## src/rtl/seq_divider_if.sv

```systemverilog
// Handshake and data bundle between the execute-stage ALU and the
// iterative divider. The ALU side is the master, the divider the slave.
interface seq_divider_if;
  logic        start;
  logic [1:0]  div_op;
  logic [31:0] dividend;
  logic [31:0] divisor;
  logic        kill;
  logic        busy;
  logic        done;
  logic [31:0] result;

  modport master (
    output start,
    output div_op,
    output dividend,
    output divisor,
    output kill,
    input  busy,
    input  done,
    input  result
  );

  modport slave (
    input  start,
    input  div_op,
    input  dividend,
    input  divisor,
    input  kill,
    output busy,
    output done,
    output result
  );
endinterface

```

## src/rtl/seq_divider.sv

```systemverilog
// seq_divider: radix-2 restoring divider for DIV/DIVU/REM/REMU.
// One quotient bit per cycle, RISC-V divide-by-zero and signed-overflow
// results, registered busy/done/result, kill aborts without a done pulse.
module seq_divider (
  input  logic          clk,
  input  logic          rst,
  seq_divider_if.slave  bus
);

  typedef enum logic [1:0] {
    ST_IDLE = 2'd0,
    ST_CALC = 2'd1,
    ST_FIX  = 2'd2,
    ST_DONE = 2'd3
  } state_t;

  // Two's complement magnitude; 0x80000000 maps onto itself, which is
  // exactly 2^31 when read as unsigned, so the datapath stays correct.
  function automatic logic [31:0] abs32(input logic [31:0] value);
    logic [31:0] mag;
    mag = value[31] ? (~value + 32'd1) : value;
    return mag;
  endfunction

  // Conditional two's complement negation used by the sign fix-up.
  function automatic logic [31:0] cond_neg32(input logic        neg,
                                             input logic [31:0] value);
    logic [31:0] res;
    res = neg ? (~value + 32'd1) : value;
    return res;
  endfunction

  state_t      state_r;
  logic [1:0]  op_r;
  logic [31:0] dvs_r;
  logic [31:0] quo_r;
  logic [32:0] rem_r;
  logic [4:0]  count_r;
  logic        neg_quo_r;
  logic        neg_rem_r;
  logic        special_r;
  logic        busy_r;
  logic        done_r;
  logic [31:0] result_r;

  logic        signed_op_s;
  logic [31:0] abs_dvd_s;
  logic [31:0] abs_dvs_s;
  logic        div_zero_s;
  logic        overflow_s;
  logic        neg_quo_s;
  logic        neg_rem_s;
  logic [32:0] partial_s;
  logic [32:0] trial_s;
  logic [31:0] fix_q_s;
  logic [31:0] fix_r_s;
  logic [31:0] fix_result_s;

  // Decode the incoming request: signedness, magnitudes and special cases.
  always_comb begin
    signed_op_s = 1'b0;
    abs_dvd_s   = bus.dividend;
    abs_dvs_s   = bus.divisor;
    neg_quo_s   = 1'b0;
    neg_rem_s   = 1'b0;
    overflow_s  = 1'b0;
    // div_op[0]==0 selects the signed flavours (DIV, REM)
    signed_op_s = ~bus.div_op[0];
    div_zero_s  = (bus.divisor == 32'd0);
    if (signed_op_s) begin
      abs_dvd_s  = abs32(bus.dividend);
      abs_dvs_s  = abs32(bus.divisor);
      neg_quo_s  = bus.dividend[31] ^ bus.divisor[31];
      neg_rem_s  = bus.dividend[31];
      overflow_s = (bus.dividend == 32'h8000_0000) &&
                   (bus.divisor  == 32'hFFFF_FFFF);
    end else begin
      abs_dvd_s  = bus.dividend;
      abs_dvs_s  = bus.divisor;
      neg_quo_s  = 1'b0;
      neg_rem_s  = 1'b0;
      overflow_s = 1'b0;
    end
  end

  // One restoring step: shift in the next dividend bit and trial-subtract.
  always_comb begin
    partial_s = {rem_r[31:0], quo_r[31]};
    trial_s   = partial_s - {1'b0, dvs_r};
  end

  // Final result selection; special-case results skip sign correction.
  always_comb begin
    fix_q_s      = quo_r;
    fix_r_s      = rem_r[31:0];
    fix_result_s = 32'd0;
    if (special_r) begin
      fix_q_s = quo_r;
      fix_r_s = rem_r[31:0];
    end else begin
      fix_q_s = cond_neg32(neg_quo_r, quo_r);
      fix_r_s = cond_neg32(neg_rem_r, rem_r[31:0]);
    end
    if (op_r[1]) begin
      fix_result_s = fix_r_s;
    end else begin
      fix_result_s = fix_q_s;
    end
  end

  // Control FSM and datapath registers; reset and kill take precedence.
  always_ff @(posedge clk) begin
    if (rst) begin
      state_r   <= ST_IDLE;
      op_r      <= 2'd0;
      dvs_r     <= 32'd0;
      quo_r     <= 32'd0;
      rem_r     <= 33'd0;
      count_r   <= 5'd0;
      neg_quo_r <= 1'b0;
      neg_rem_r <= 1'b0;
      special_r <= 1'b0;
      busy_r    <= 1'b0;
      done_r    <= 1'b0;
      result_r  <= 32'd0;
    end else begin
      case (state_r)
        ST_IDLE, ST_DONE: begin
          done_r <= 1'b0;
          if (bus.kill) begin
            state_r <= ST_IDLE;
            busy_r  <= 1'b0;
          end else if (bus.start) begin
            op_r      <= bus.div_op;
            dvs_r     <= abs_dvs_s;
            neg_quo_r <= neg_quo_s;
            neg_rem_r <= neg_rem_s;
            count_r   <= 5'd0;
            busy_r    <= 1'b1;
            if (div_zero_s) begin
              // Remainder is the raw dividend, not its magnitude
              quo_r     <= 32'hFFFF_FFFF;
              rem_r     <= {1'b0, bus.dividend};
              special_r <= 1'b1;
              state_r   <= ST_FIX;
            end else if (overflow_s) begin
              quo_r     <= 32'h8000_0000;
              rem_r     <= 33'd0;
              special_r <= 1'b1;
              state_r   <= ST_FIX;
            end else begin
              quo_r     <= abs_dvd_s;
              rem_r     <= 33'd0;
              special_r <= 1'b0;
              state_r   <= ST_CALC;
            end
          end else begin
            state_r <= ST_IDLE;
            busy_r  <= 1'b0;
          end
        end

        ST_CALC: begin
          if (bus.kill) begin
            state_r <= ST_IDLE;
            busy_r  <= 1'b0;
          end else begin
            if (trial_s[32] == 1'b0) begin
              rem_r <= trial_s;
              quo_r <= {quo_r[30:0], 1'b1};
            end else begin
              rem_r <= partial_s;
              quo_r <= {quo_r[30:0], 1'b0};
            end
            count_r <= count_r + 5'd1;
            if (count_r == 5'd31) begin
              state_r <= ST_FIX;
            end else begin
              state_r <= ST_CALC;
            end
          end
        end

        ST_FIX: begin
          if (bus.kill) begin
            state_r <= ST_IDLE;
            busy_r  <= 1'b0;
          end else begin
            result_r <= fix_result_s;
            busy_r   <= 1'b0;
            done_r   <= 1'b1;
            state_r  <= ST_DONE;
          end
        end

        default: begin
          state_r <= ST_IDLE;
          busy_r  <= 1'b0;
          done_r  <= 1'b0;
        end
      endcase
    end
  end

  assign bus.busy   = busy_r;
  assign bus.done   = done_r;
  assign bus.result = result_r;

  seq_divider_checker u_checker (
    .clk  (clk),
    .rst  (rst),
    .busy (busy_r),
    .done (done_r)
  );

endmodule

// Handshake invariants: busy and done are exclusive, done is a single pulse.
module seq_divider_checker (
  input logic clk,
  input logic rst,
  input logic busy,
  input logic done
);
  logic done_q_r;

  // Remember the previous done level for the pulse-width check.
  always_ff @(posedge clk) begin
    if (rst) begin
      done_q_r <= 1'b0;
    end else begin
      done_q_r <= done;
    end
  end

  // Evaluate the invariants on every active edge outside reset.
  always_ff @(posedge clk) begin
    if (!rst) begin
      assert (!(busy && done));
      assert (!(done_q_r && done));
    end
  end
endmodule

```

## src/flat_wrapper.sv

```systemverilog
// flat-port wrapper written by rule: the top's interface ports become plain ports
module seq_divider_flat 
  (clk, rst, bus_start, bus_div_op, bus_dividend, bus_divisor, bus_kill, bus_busy, bus_done, bus_result);
  seq_divider_if bus_i ();
  input  logic clk;
  input  logic rst;
  input wire logic [$bits(bus_i.start)-1:0] bus_start;
  input wire logic [$bits(bus_i.div_op)-1:0] bus_div_op;
  input wire logic [$bits(bus_i.dividend)-1:0] bus_dividend;
  input wire logic [$bits(bus_i.divisor)-1:0] bus_divisor;
  input wire logic [$bits(bus_i.kill)-1:0] bus_kill;
  output wire logic [$bits(bus_i.busy)-1:0] bus_busy;
  output wire logic [$bits(bus_i.done)-1:0] bus_done;
  output wire logic [$bits(bus_i.result)-1:0] bus_result;
  assign bus_i.start = bus_start;
  assign bus_i.div_op = bus_div_op;
  assign bus_i.dividend = bus_dividend;
  assign bus_i.divisor = bus_divisor;
  assign bus_i.kill = bus_kill;
  assign bus_busy = bus_i.busy;
  assign bus_done = bus_i.done;
  assign bus_result = bus_i.result;
  seq_divider u_core (.clk(clk), .rst(rst), .bus(bus_i));
endmodule
```

## config.mk

```make
export PLATFORM = sky130hd
export DESIGN_NAME = seq_divider_flat
export DESIGN_NICKNAME = d
export VERILOG_FILES = /design/src/rtl/seq_divider_if.sv /design/src/rtl/seq_divider.sv /design/src/flat_wrapper.sv
export SDC_FILE = /design/constraint.sdc
export NUM_CORES = 1
export LEC_CHECK = 0
export CAP_MARGIN = 40
export CORE_MARGIN = 2
export CORE_UTILIZATION = 50
export DETAILED_ROUTE_END_ITERATION = 10
export PLACE_DENSITY = 0.74
export SLEW_MARGIN = 20
export SYNTH_ARGS = -nofsm -noshare
export SYNTH_HDL_FRONTEND = slang
export SYNTH_SLANG_ARGS = --single-unit
```

## constraint.sdc

```tcl
create_clock -name clk -period 2.9 [get_ports clk]
set_input_delay 0.58 -clock clk [delete_from_list [all_inputs] [get_ports clk]]
set_output_delay 0.58 -clock clk [all_outputs]
set_load 0.01 [all_outputs]
```

======== Yosys cells after proc, flatten, opt, wreduce, memory -nomap -nowiden ========
Index checks and enable logic that the tools add are counted.
word-level totals
  register bits ........................... 142
  input port bits ......................... 70
cells by class
  multiplexer cells ....................... 45
  bitwise gates (word level) .............. 6
  $add $sub $neg .......................... 6
  reductions and logical operators ........ 10
  equal/unequal tests ..................... 11
operator list
  kind                     number
  $mux W32                 19
  $add A32 B1 Y32 const B  4
  $not A32 Y32             4
  $pmux W32 S2             2
  $eq A32 B32 Y1 const B   2
  $sub A33 B32 Y33         1
  $logic_not A32 Y1        1
  $mux W5                  3
  $mux W2                  7
  $mux W1                  10
  $ne A2 B2 Y1 const B     5
  $pmux W5 S2              1
  $pmux W2 S3              1
  $add A5 B1 Y5 const B    1
  $eq A5 B5 Y1 const B     1
  $eq A2 B2 Y1 const B     2
  $reduce_and A2 Y1        2
  $reduce_and A4 Y1        1
  $reduce_bool A2 Y1       2
  $pmux W1 S3              1
  $reduce_and A3 Y1        1
  $eq A2 B1 Y1 const B     1
  $logic_not A2 Y1         1
  $pmux W1 S2              1
  4 further kinds          4

======== Depth between registers and ports, before layout ========
  depth in word-level cells ............... 9
  gate-level depth with buffers ........... 13
  gate-level depth less buffers ........... 12

======== Least setup slack after synthesis ========
Ideal clock, no wire load.
  path type ............................... register -> register
  start ................................... register u_core.quo_r[31]
  end ..................................... register u_core.rem_r[6]
  path slack .............................. -0.113 ns
  setup time .............................. 0.134 ns
  path buffers ............................ 1
  required time ........................... 2.766 ns
  arrival time ............................ 2.880 ns
  stages on the path, launching flop included .. 14
  cell sequence ........................... dfxtp_1 > inv_1 > ha_1 > fa_1 > nand2b_1 > a21oi_2 > o21ai_1 > a21oi_2 > o311ai_2 > o211a_4 > xnor2_4 > buf_4 > mux2i_1 > o22ai_1
between the ends
  cells in the longest elaborated chain, start to end .. 4
ends and longest elaborated chain
  item                    RTL line            source
  from (decl)             seq_divider.sv:36   logic [31:0] quo_r;
  from (signal assigned)  seq_divider.sv:152  quo_r <= abs_dvd_s;
  from (signal assigned)  seq_divider.sv:170  quo_r <= {quo_r[30:0], 1'b1};
  from (signal assigned)  seq_divider.sv:173  quo_r <= {quo_r[30:0], 1'b0};
  $sub A33 B32 Y33        seq_divider.sv:89   trial_s = partial_s - {1'b0, dvs_r};
  $mux W32                seq_divider.sv:168  if (trial_s[32] == 1'b0) begin
  $mux W32                seq_divider.sv:164  if (bus.kill) begin
  $pmux W32 S2            seq_divider.sv:127  case (state_r)
  to (signal assigned)    seq_divider.sv:143  rem_r <= {1'b0, bus.dividend};
  to (signal assigned)    seq_divider.sv:169  rem_r <= trial_s;
  to (signal assigned)    seq_divider.sv:172  rem_r <= partial_s;
  to (decl)               seq_divider.sv:37   logic [32:0] rem_r;
Every way passes these cells. The select of a mux whose other input is x is not followed.
A chain may end at the register's enable or synchronous reset.

======== Worst setup path in the final report ========
  start ................................... register u_core.quo_r[31]
  end ..................................... register u_core.rem_r[21]
Same word-level chain as after synthesis.

==> flow_metrics.tcl <==
set metrics [dict create \
    syn_nets 1496 \
    grt_use_total 0.299 \
    synth_cell_types 70 \
    wirelength_mm 34.2 \
    drtPass1Iterations 6 \
    rows 53 \
    grt_pass1_wl_mm 53.0 \
    synth_async_sr_flop_share 0 \
    drive_above_1_share 0.178 \
    place_hpwl_mm 25.7 \
    drc_errors 0 \
    clock_skew_ns 0.00892 \
    ys_seq_area_frac 0.267 \
    final.fill_count 1789 \
    postPlaceCellArea_um2 13000 \
    powerDensity_nw_per_um2 425 \
    max-cap-violations 0 \
    rsz0062_at_grt "true" \
    synth_cells 1384 \
    die_y_um 149 \
    antenna_found_initial 1 \
    htreeDepth 4 \
    cts_root_buffer "clkbuf_16" \
    dr.first_iter.drc_count 1076 \
    clock.fmax_mhz 343 \
    leakage_nw 5.44 \
    report.final.slew_viol_count 0 \
    io_buffers 103 \
    critPathMaxFanout 7 \
    path_class "reg -> reg" \
    design_area_um2 13900 \
    die_x_um 149 \
    critPathRequiredTime_ns 3.21 \
    setup_ws_ns -0.0189 \
    nNetsFinal 1714 \
    place_ws_ns -0.344 \
    grt_max_degree 63 \
    core_um2 20900 \
    end_kind "flop" \
    first_global_vias 10400 \
    cts_sinks 141 \
    avgSynthCellArea_um2 7.63 \
    setup_viol 1 \
    synth_ff_type "dfxtp_1" \
    violations "setup timing" \
    critPathArrivalTime_ns 3.23 \
    cts_buffers 17 \
    cts_tree "done" \
    ir_worst_vdd_mv 0.296 \
    grt-ovfl-total 0 \
    final_common_cell "buf_4" \
    layout_worst_path_cycle_share 1.01 \
    synth_edf_count 0 \
    yosysWarnings 0 \
    ant_nets 0 \
    cts_buffer_depth 2 \
    crit_path_start_kind "flop" \
    finalCriticalPeriod_ns 2.92 \
    run_status "finished, violations left" \
    power_mw 5.91 \
    pin_count 104 \
    hp-class "reg -> reg" \
    clk_transition_reported_paths_ns 0.06 \
    syn_to_final_growth_pct 31.4 \
    layout_common_cells "buf_4, nor2_1, dfxtp_1" \
    wl_per_cell_um 18.1 \
    start_util 0.506 \
    holdBufCountCts 0 \
    via_per_inst 6.00 \
    clk-insertion-delay-late_ns 0.44 \
    slew_headroom 0.426 \
    max_slew.worst_pin.slew_ns 0.859 \
    hold_viol 0 \
    gp_congestion 0.946 \
    die_area_um2 22300 \
    vias 11300 \
    synth_seq_cells 141 \
    syn_area_um2 10600 \
]
[routing by layer]
metal / share of wire / global-route usage / up-vias
li1: - / - / 5492
met1: 0.43 / 0.392 / 5294
met2: 0.47 / 0.494 / 483
met3: 0.070 / 0.0431 / 80
met4: 0.034 / 0.121 / 0
met5: 0 / 0 / -
[worst max-delay path, cell delays in order (launching register included)]
cell      delay, ns
dfxtp_2        0.36
inv_4          0.05
ha_4           0.16
fa_2           0.34
nand2b_4       0.17
a21oi_4        0.14
o21ai_2        0.08
a21oi_2        0.15
buf_6          0.13
o311ai_4       0.11
o211a_4        0.27
xnor2_4        0.15
buf_12         0.16
buf_6          0.11
buf_6          0.11
mux2i_1        0.21
o22ai_1        0.09
[where the power goes]
part | switching, mW | leakage, nW | internal (mW)
clock network | 0.922 | 0.259 | 1.14
registers | 0.0916 | 1.15 | 2.01
logic | 0.917 | 4.03 | 0.820
total | 1.93 | 5.44 | 3.97
[synthesized netlist by cell type (39+ instances only)]
cell type	instances	area, µm²
clkbuf_1	67	251
nor2_1	150	563
xor2_1	76	666
a21oi_1	132	661
xnor2_1	67	587
inv_1	60	225
dfxtp_1	141	2820
ha_1	41	513
nand2_1	110	413
o21ai_0	70	350
o22ai_1	39	244
a211oi_1	57	428
[flip-flops by register name (all words and copies together) (netlist names)]
signal             count
u_core.state_r         2
u_core.bus.result     32
u_core.neg_rem_r       1
u_core.neg_quo_r       1
u_core.bus.done        1
u_core.special_r       1
u_core.quo_r          32
u_core.bus.busy        1
u_core.op_r            1
u_core.rem_r          32
u_core.dvs_r          32
u_core.count_r         5
[repair_timing]
item,in CTS,in global routing
gates cloned,1,1
endpoints found under the setup margin,30,62
pin swaps,5,19
setup buffers,4,5
gates resized for setup,12,33
[per-stage QoR]
stage / hold WS (ns) / cells / setup TNS (ns) / util
2_1_floorplan: 0.432 / 1384 / 0 / -
3_3_place_gp: 0.439 / 1848 / -9.82 / 0.622
3_5_place_dp: 0.446 / 1848 / -17.45 / 0.622
4_1_cts: 0.454 / 1884 / 0 / 0.654
5_1_grt: 0.473 / 1891 / -2.05 / 0.664
6_report: 0.451 / 1891 / -0.0189 / 0.664
[cells by family after synthesis]
logic type / synth area share
compound gates: 0.278
mux: 0.0362
flops: 0.267
simple gates: 0.195
xor+xnor: 0.121
fa+ha+maj: 0.0504
buf+inv: 0.0525
[final timing paths]
path	slack, ns	endpoint	start	cells after the start
worst max-delay path	-0.02	u_core.rem_r[21]	u_core.quo_r[31]	16
worst max register to register	-0.02	u_core.rem_r[21]	u_core.quo_r[31]	16
worst min-delay path	0.45	u_core.dvs_r[18]	u_core.dvs_r[18]	2
worst min register to register	0.45	u_core.dvs_r[18]	u_core.dvs_r[18]	2
[cell type report]
cell class	count	area, µm²	share of cell area
Antenna cell	1	2.50	0.000180
Clock buffer	20	457	0.0329
Clock inverter	12	88.8	0.00640
Inverter	60	228	0.0164
Multi-Input combinational cell	1100	7400	0.533
Sequential cell	141	2830	0.204
Tap cell	275	344	0.0248
Timing Repair Buffer	282	2530	0.183
Note: power is estimated with default switching activity, not from simulation.
